--- src/rtl/execute_writeback_ctrl.sv ---
// Execute stage controller: single-cycle AU ops, multi-cycle MUL ops and memory-handshaked
// LSU ops, with stall back to decode and a registered writeback bundle for the register file.
module execute_writeback_ctrl #(
  parameter int MUL_LATENCY = 3
) (
  input  logic        clk,
  input  logic        rst_n,
  input  logic [31:0] operand1_execute,
  input  logic [31:0] operand2_execute,
  input  logic        reg_write_execute,
  input  logic [4:0]  rd_execute,
  input  logic [4:0]  execute_type_execute,
  input  logic        au_execute,
  input  logic        mul_execute,
  input  logic        lsu_execute,
  output logic        stall,
  output logic        mem_req,
  output logic        mem_we,
  output logic [31:0] mem_addr,
  output logic [31:0] mem_wdata,
  input  logic        mem_ack,
  input  logic [31:0] mem_rdata,
  output logic        reg_write_writeback,
  output logic [4:0]  rd_writeback,
  output logic [31:0] result_writeback
);

  typedef enum logic [1:0] {
    IDLE,
    MUL_BUSY,
    LSU_WAIT
  } state_t;

  localparam int CNT_W = $clog2(MUL_LATENCY + 1);
  localparam logic [CNT_W-1:0] CNT_LAST = CNT_W'(MUL_LATENCY - 1);

  state_t state;
  state_t next_state;

  logic [CNT_W-1:0] cnt;
  logic [31:0]      mul_a;
  logic [31:0]      mul_b;
  logic [4:0]       mul_type;
  logic [4:0]       mul_rd;
  logic             mul_reg_write;

  logic             mul_start;
  logic             mul_done;
  logic             is_store;
  logic [4:0]       shamt;
  logic [31:0]      au_result;
  logic [31:0]      mul_result;
  logic             mul_a_signed;
  logic             mul_b_signed;
  logic signed [63:0] mul_a_ext;
  logic signed [63:0] mul_b_ext;
  logic signed [63:0] product;

  assign mem_addr  = operand1_execute;
  assign mem_wdata = operand2_execute;

  assign mul_start = (state == IDLE) && mul_execute;
  assign mul_done  = (state == MUL_BUSY) && (cnt == CNT_LAST);
  assign is_store  = execute_type_execute[0];
  assign shamt     = operand2_execute[4:0];

  always_ff @(posedge clk or negedge rst_n) begin
    if (!rst_n) begin
      state <= IDLE;
    end else begin
      state <= next_state;
    end
  end

  always_comb begin
    next_state = state;
    case (state)
      IDLE: begin
        if (mul_execute) begin
          next_state = MUL_BUSY;
        end else if (lsu_execute && !mem_ack) begin
          next_state = LSU_WAIT;
        end
      end
      MUL_BUSY: begin
        if (mul_done) begin
          next_state = IDLE;
        end
      end
      LSU_WAIT: begin
        if (!lsu_execute || mem_ack) begin
          next_state = IDLE;
        end
      end
      default: next_state = IDLE;
    endcase
  end

  // The memory request mirrors the op in execute; an ack in the same cycle keeps stall low.
  always_comb begin
    stall   = 1'b0;
    mem_req = 1'b0;
    mem_we  = 1'b0;
    case (state)
      IDLE: begin
        if (mul_execute) begin
          stall = 1'b1;
        end else if (lsu_execute) begin
          mem_req = 1'b1;
          mem_we  = is_store;
          stall   = !mem_ack;
        end
      end
      MUL_BUSY: begin
        stall = !mul_done;
      end
      LSU_WAIT: begin
        if (lsu_execute) begin
          mem_req = 1'b1;
          mem_we  = is_store;
          stall   = !mem_ack;
        end
      end
      default: begin
        stall = 1'b0;
      end
    endcase
  end

  always_comb begin
    au_result = 32'd0;
    case (execute_type_execute)
      5'd0: au_result = operand1_execute + operand2_execute;
      5'd1: au_result = operand1_execute - operand2_execute;
      5'd2: au_result = operand1_execute & operand2_execute;
      5'd3: au_result = operand1_execute | operand2_execute;
      5'd4: au_result = operand1_execute ^ operand2_execute;
      5'd5: au_result = operand1_execute << shamt;
      5'd6: au_result = operand1_execute >> shamt;
      5'd7: au_result = $unsigned($signed(operand1_execute) >>> shamt);
      5'd8: au_result = {31'd0, $signed(operand1_execute) < $signed(operand2_execute)};
      5'd9: au_result = {31'd0, operand1_execute < operand2_execute};
      default: au_result = 32'd0;
    endcase
  end

  // One 64-bit signed multiplier serves all variants by choosing how each operand extends.
  assign mul_a_signed = (mul_type == 5'd1) || (mul_type == 5'd3);
  assign mul_b_signed = (mul_type == 5'd1);
  assign mul_a_ext    = {{32{mul_a_signed & mul_a[31]}}, mul_a};
  assign mul_b_ext    = {{32{mul_b_signed & mul_b[31]}}, mul_b};
  assign product      = mul_a_ext * mul_b_ext;

  always_comb begin
    mul_result = 32'd0;
    case (mul_type)
      5'd0:    mul_result = product[31:0];
      5'd1,
      5'd2,
      5'd3:    mul_result = product[63:32];
      default: mul_result = 32'd0;
    endcase
  end

  always_ff @(posedge clk or negedge rst_n) begin
    if (!rst_n) begin
      cnt           <= '0;
      mul_a         <= 32'd0;
      mul_b         <= 32'd0;
      mul_type      <= 5'd0;
      mul_rd        <= 5'd0;
      mul_reg_write <= 1'b0;
    end else if (mul_start) begin
      cnt           <= CNT_W'(1);
      mul_a         <= operand1_execute;
      mul_b         <= operand2_execute;
      mul_type      <= execute_type_execute;
      mul_rd        <= rd_execute;
      mul_reg_write <= reg_write_execute;
    end else if (mul_done) begin
      cnt <= '0;
    end else if (state == MUL_BUSY) begin
      cnt <= cnt + CNT_W'(1);
    end
  end

  // Register x0 is never written, and stores never produce a register write.
  always_ff @(posedge clk or negedge rst_n) begin
    if (!rst_n) begin
      reg_write_writeback <= 1'b0;
      rd_writeback        <= 5'd0;
      result_writeback    <= 32'd0;
    end else if (mul_done) begin
      reg_write_writeback <= mul_reg_write && (mul_rd != 5'd0);
      rd_writeback        <= mul_rd;
      result_writeback    <= mul_result;
    end else if ((state == MUL_BUSY) || mul_start) begin
      reg_write_writeback <= 1'b0;
    end else if (lsu_execute) begin
      if (mem_ack) begin
        reg_write_writeback <= reg_write_execute && (rd_execute != 5'd0) && !is_store;
        rd_writeback        <= rd_execute;
        result_writeback    <= is_store ? 32'd0 : mem_rdata;
      end else begin
        reg_write_writeback <= 1'b0;
      end
    end else if (au_execute) begin
      reg_write_writeback <= reg_write_execute && (rd_execute != 5'd0);
      rd_writeback        <= rd_execute;
      result_writeback    <= au_result;
    end else begin
      reg_write_writeback <= 1'b0;
    end
  end

endmodule

--- config.mk ---
export PLATFORM = sky130hd
export DESIGN_NAME = execute_writeback_ctrl
export DESIGN_NICKNAME = d
export VERILOG_FILES = /design/src/rtl/execute_writeback_ctrl.sv
export SDC_FILE = /design/constraint.sdc
export NUM_CORES = 2
export LEC_CHECK = 0
export CELL_PAD_IN_SITES_DETAIL_PLACEMENT = 0
export CELL_PAD_IN_SITES_GLOBAL_PLACEMENT = 2
export CORE_MARGIN = 3
export CORE_UTILIZATION = 41
export CTS_CLUSTER_SIZE = 25
export DETAILED_ROUTE_END_ITERATION = 7
export PLACE_DENSITY = 0.89
export SLEW_MARGIN = 20
export SYNTH_ARGS = -nofsm -noshare
export SYNTH_HDL_FRONTEND = slang
export SYNTH_SLANG_ARGS = --single-unit
--- constraint.sdc ---
create_clock -name clk -period 10.5 [get_ports clk]
set_input_delay 2.625 -clock clk [delete_from_list [all_inputs] [get_ports clk]]
set_output_delay 2.625 -clock clk [all_outputs]
set_load 0.03 [all_outputs]
; ---- Word-level counts from Yosys, hierarchy flattened
; Cells that the tools add are included.
[totals]
output_inout_bits = 105
regBits = 117
word_cells = 102
input_bits = 113
[classes]
reduce_logical = 23
n_eq_ne = 20
magnitude_cmp = 2
n_bitwise = 5
addsub = 3
mul = 1
n_shift = 3
n_mux = 35
[op_table]
columns = op, n
row1 = case mux 32 bit (10 select lines), 1
row2 = 2-to-1 mux 32 bit, 6
row3 = < comparator 32 bit, 2
row4 = multiplier 33 x 33 -> 64 bit, 1
row5 = case mux 32 bit (2 select lines), 1
row6 = adder 32 bit, 1
row7 = AND 32 bit, 1
row8 = OR 32 bit, 1
row9 = left shift 32 x 5 -> 32 bit, 1
row10 = right shift 32 x 5 -> 32 bit, 1
row11 = >>> shifter 32 x 5 -> 32 bit, 1
row12 = subtractor 32 bit, 1
row13 = XOR 32 bit, 1
row14 = 2-to-1 mux 5 bit, 5
row15 = == test 5 x 2 -> 1 bit (second input constant), 4
row16 = == test 5 x 3 -> 1 bit (second input constant), 4
row17 = 2-to-1 mux 2 bit, 7
row18 = 2-to-1 mux 1 bit, 11
row19 = == test 5 x 1 -> 1 bit (second input constant), 2
row20 = == test 5 x 4 -> 1 bit (second input constant), 2
row21 = logical NOT 5 bit, 2
row22 = nonzero test 5 bit, 2
row23 = logical AND 1 bit, 6
row24 = inequality test 2 bit (second input constant), 3
row25 = 15 further kinds, 25

; ---- Longest topological paths before layout
[logic_depth]
word_depth = 7
mapped_depth = 32
mapped_depth_nobuf = 30

; ---- Worst setup path after synthesis
; No wires, ideal clock.
[synth_timing]
path_kind = register to register
from = register mul_type[3]
to = register result_writeback[30]
synth_period_minus_slack_ns = 8.758
stages_incl_launch_ff = 31
slack_ns = 1.742
setup_ns = 0.118
t_arrival_ns = 8.640
cell_sequence = dfrtp_1 nor3_1 and3_1 clkbuf_1 clkbuf_1 nand2_1 fa_1 fa_1 inv_1 fa_1 inv_1 fa_1 inv_1 fa_1 fa_1 fa_1 inv_1 fa_1 inv_1 ha_1 buf_6 a21o_1 a21o_1 a21oi_1 o21ai_0 a21o_1 a21oi_1 a311o_1 o21ai_1 xor2_1 a21o_1
[synth_between]
elab_chain_len = 6
[synth_rtl]
columns = item, line_no
row1 = "start, declared", 43  ; logic [4:0] mul_type;
row2 = "start signal, assigned", 177  ; mul_type <= execute_type_execute;
row3 = == test 5 x 1 -> 1 bit / == test 5 x 2 -> 1 bit (equally long branches), "148, 149, 156"
row4 = logical OR 1 bit, 148  ; assign mul_a_signed = (mul_type == 5'd1) || (mul_type == 5'd3);
row5 = AND 1 bit, 150  ; assign mul_a_ext = {{32{mul_a_signed & mul_a[31]}}, mul_a};
row6 = multiplier 33 x 33 -> 64 bit, 152  ; assign product = mul_a_ext * mul_b_ext;
row7 = case mux 32 bit (2 select lines) *, 156  ; case (mul_type)
row8 = 2-to-1 mux 32 bit *, 193  ; end else if (mul_done) begin
row9 = "end signal, assigned", 196  ; result_writeback <= mul_result;
row10 = "end signal, assigned", 203  ; result_writeback <= is_store ? 32'd0 : mem_rdata;
row11 = "end signal, assigned", 210  ; result_writeback <= au_result;
row12 = "end, declared", 25  ; output logic [31:0] result_writeback
; Every way passes the cells marked *; elsewhere a longest branch is shown, timed or not.
; A chain may end at the register's enable or synchronous reset.

; ---- Final worst setup path
[layout_timing]
from = register mul_type[3]
to = register result_writeback[22]
; The elaborated chain is that of the path after synthesis.

==> reports/qor_table.md <==
| Step | Result | Reported |
|---|---|---|
| layout | Share of post-route cells with drive strength above 1 | 0.0648 |
| run status | Status | completed |
| layout | Fillers | 12661 |
| synthesis | Leading post-synthesis cells by cell area | sky130_fd_sc_hd__fa_1, sky130_fd_sc_hd__inv_1, sky130_fd_sc_hd__ha_1, sky130_fd_sc_hd__nand2_1, sky130_fd_sc_hd__dfrtp_1 |
| clock tree | Post-CTS resize count | 0 |
| routing | Number of DRC violations after detailed routing | 0 |
| placed design | DP Wirelength | 148 mm |
| worst hold path | Hold WC Path Type | reg2reg |
| global routing | Number of global-route vias before repair | 43973 |
| synthesis | Adder and majority gate portion of the synthesized area | 0.507 |
| sta | Minimum period implied by the final worst setup slack | 9180 ps |
| global routing | Number of antenna violations at the first check in global routing | 6 |
| die | Top-Level Pins | 218 |
| die | Total core area | 126000 um2 |
| clock tree | Cts hold-fix bufs | 0 |
| sta | Highest clock rate | 0.109 GHz |
| synthesis | Mux share of post-synthesis cell area | 0.0525 |
| routing | Routed WL per cell | 24.1 um |
| routing | Number of nets still failing antenna checks after routing | 0 |
| routing | Length of the first detailed-routing pass in iterations | 7 |
| synthesis | Post-synthesis sequential element count | 117 |
| synthesis | Simple-gate share of the synthesized area | 0.141 |
| routing | Avg Vias per Cell | 5.54 |
| worst setup path | Data required, critical path | 10840 ps |
| run | Max Cap Violations | 0 |
| synthesis | Async SR Flop Fraction | 1.00 |
| die | Site row count | 130 |
| clock tree | Clock root buffer master | sky130_fd_sc_hd__clkbuf_16 |
| worst setup path | Cell depth of the worst flop-to-flop path | 27 |
| worst hold path | Count of cells along the worst hold path | 1 |
| clock tree | Depth of the CTS H-tree | 4 |
| layout | Number of nets in the layout | 7432 |
| worst hold path | Startpoint of the lowest-slack hold path | mul_type[2] |
| clock tree | CTS buffer count | 17 |
| worst setup path | Crit end category | register |
| sta | Post-route fraction of the period consumed by the critical path | 0.874 |
| routing | WL final | 182 mm |
| sta | Hold Fails Final Rpt | 0 |
| global routing | Global-route wire length before repair | 279 mm |
| sta | Worst Skew | 16.9 ps |
| routing | Total number of vias | 41852 |
| synthesis | Number of unique standard cell types used by synthesis | 102 |
| die | Overall die area | 131000 um2 |
| layout | Synthesis-to-finish area growth | 7.56% |
| synthesis | Count of flip-flops with a built-in enable after synthesis | 0 |
| clock tree | Clock slew seen by the registers of the worst setup and hold paths | 60 ps |
| worst setup path | Crit path max fanout | 26 |
| routing | Iteration-0 DRC Markers | 3741 |
| synthesis | Area leader, netlist | sky130_fd_sc_hd__fa_1 |
| global routing | Global-route usage over all layers | 0.281 |
| clock tree | Buffer count from post-CTS setup fixing | 0 |
| synthesis | Ys flop type | sky130_fd_sc_hd__dfrtp_1 |
| synthesis | Synthesized area per cell | 8.75 um2 |
| worst setup path | WS Path Type | reg2reg |
| synthesis | Largest family of logic cells by synthesized area | adder cells |
| synthesis | Area of the mapped netlist | 52100 um2 |
| worst setup path | Reg2Reg Launch Point | mul_type[3] |
| placed design | IO Port Bufs | 217 |
| clock tree | Num Clock Sinks | 117 |
| die | Die Height | 362 um |
| die | Width of the chip | 362 um |
| clock tree | Max Root-Sink Buffers | 2 |
| worst setup path | Type of element launching the critical path | register |
| sta | Transition time at the pin with the least slew margin | 1130 ps |
| synthesis | Count of yosys warnings during synthesis | 0 |
| sta | # setup viols final | 0 |
| global routing | GR Overflow Total | 0 |
| synthesis | Post-synth top area share | 0.433 |
| sta | Pins Over Slew Limit | 0 |
| sta | Setup tns final | 0 ps |
| sta | Remaining max-slew budget at the tightest pin | 0.247 |
| synthesis | Share of the yosys chip area belonging to registers | 0.0562 |
| layout | Most common cell after layout, fill and taps aside | sky130_fd_sc_hd__inv_1 |
| worst setup path | Arrival time of the worst setup path | 9520 ps |
| sta | Setup repair after global routing missed its margin | no |
| synthesis | Complex-gate fraction of the synthesized area | 0.0940 |
| global routing | Pin count of the biggest net entering global routing | 65 |
| synthesis | XOR/XNOR Fraction of Synth Area | 0.0175 |
| worst setup path | Launching instance or port of the critical path | mul_type[3] |
| clock tree | Skew-Pair Late Insertion Delay | 450 ps |
| layout | Most frequent cells in the layout | sky130_fd_sc_hd__inv_1, sky130_fd_sc_hd__fa_1, sky130_fd_sc_hd__nand2_1 |
| placed design | Final RePlAce weighted congestion | 0.990 |
| synthesis | Net count after synthesis | 7501 |
| synthesis | Number of instances in the synthesized netlist | 5952 |
| die | Initial core utilization | 0.414 |
| clock tree | TritonCTS clock tree | done |
## through the flow
| stage | utilization | cells | setup slack (ps) | area, um2 | hold slack (ps) |
|---|---|---|---|---|---|
| floorplan | - | 5952 | 1740 | 52100 | 481 |
| global placement | 0.440 | 7514 | 1450 | 55400 | 490 |
| detailed placement | 0.440 | 7514 | 1330 | 55400 | 499 |
| CTS | 0.445 | 7546 | 1300 | 56000 | 513 |
| global route | 0.445 | 7546 | 757 | 56000 | 528 |
| finish | 0.445 | 7550 | 1320 | 56000 | 511 |
## path summary, 6_finish.rpt
check | to | slack [ps]
worst min register to register | mul_type[2] | 510
min in group asynchronous | mul_a[7] | 2170
worst max-delay path | result_writeback[22] | 1320
worst max register to register | result_writeback[22] | 1320
max in group asynchronous | mul_b[23] | 6950
worst min-delay path | mul_type[2] | 510
## worst max-delay path: stages (launching register included)
cell and delay (ps):
sky130_fd_sc_hd__dfrtp_1 380, sky130_fd_sc_hd__nor3_1 230, sky130_fd_sc_hd__and3_1 460, sky130_fd_sc_hd__buf_4 400, sky130_fd_sc_hd__nand2_1 250, sky130_fd_sc_hd__fa_1 780, sky130_fd_sc_hd__inv_1 100, sky130_fd_sc_hd__fa_1 500
sky130_fd_sc_hd__fa_1 550, sky130_fd_sc_hd__inv_1 50, sky130_fd_sc_hd__fa_1 480, sky130_fd_sc_hd__fa_1 610, sky130_fd_sc_hd__inv_1 70, sky130_fd_sc_hd__fa_1 450, sky130_fd_sc_hd__fa_1 500, sky130_fd_sc_hd__inv_1 50
sky130_fd_sc_hd__fa_1 470, sky130_fd_sc_hd__inv_1 40, sky130_fd_sc_hd__ha_1 420, sky130_fd_sc_hd__and2_1 200, sky130_fd_sc_hd__nand4_1 140, sky130_fd_sc_hd__a2111oi_0 540, sky130_fd_sc_hd__or4_1 360, sky130_fd_sc_hd__nor3b_1 300
sky130_fd_sc_hd__nor2_1 90, sky130_fd_sc_hd__xnor2_1 290, sky130_fd_sc_hd__a211oi_1 150, sky130_fd_sc_hd__nor4_1 190
## Yosys cell counts (37+ instances only)
cell / count
sky130_fd_sc_hd__dfrtp_1: 117
sky130_fd_sc_hd__xnor2_1: 76
sky130_fd_sc_hd__a21o_1: 44
sky130_fd_sc_hd__nor3_1: 43
sky130_fd_sc_hd__mux2_2: 83
sky130_fd_sc_hd__a211oi_1: 37
sky130_fd_sc_hd__and2_1: 305
sky130_fd_sc_hd__ha_1: 309
sky130_fd_sc_hd__nor2_1: 226
sky130_fd_sc_hd__mux2i_1: 48
sky130_fd_sc_hd__a21oi_1: 195
sky130_fd_sc_hd__mux4_2: 58
sky130_fd_sc_hd__clkbuf_1: 325
sky130_fd_sc_hd__buf_4: 71
sky130_fd_sc_hd__fa_1: 1127
sky130_fd_sc_hd__o21ai_0: 165
sky130_fd_sc_hd__nand2_1: 912
sky130_fd_sc_hd__inv_1: 1281
## layout make-up
type,instances,area (um2),area share
clock buffers,18,429,0.00766
clock inverters,14,178,0.00317
inverters,1284,4820,0.0860
flip-flops and latches,117,2940,0.0525
multi-input cells,4107,42400,0.756
well taps,1650,2060,0.0368
diodes,4,10.0,0.000179
repair buffers,356,3210,0.0572
## metal layers
metal | wire length, um | part of all wire | GRT usage | up-vias
met2 | 85000 | 0.47 | 0.457 | 1707
met4 | 7830 | 0.043 | 0.0954 | 0
met5 | 0 | 0 | 0 | -
met3 | 14400 | 0.079 | 0.0489 | 337
met1 | 74700 | 0.41 | 0.380 | 21809
li1 | - | - | - | 17999
## kinds of logic (layout without fill, tap and decap cells)
group                    count (synthesis)  after routing
XOR/XNOR                               104            104
buffers and inverters                 1728           1672
adder cells (fa/ha/maj)               1436           1436
multiplexers                           190            190
AND/OR/NAND/NOR                       1638           1638
flip-flops                             117            117
other                                    0              4
AO/OA/AOI/OAI                          739            739
## registers in the layout, summed over array words and instances (netlist names)
register and flops:
result_writeback 32, cnt 2, mul_a 32, mul_type 5
state 2, mul_rd 5, mul_b 32, rd_writeback 5
reg_write_writeback 1, mul_reg_write 1
Power is not shown: default switching activity piles up to over one toggle a cycle in this logic, so the estimate is an artifact.
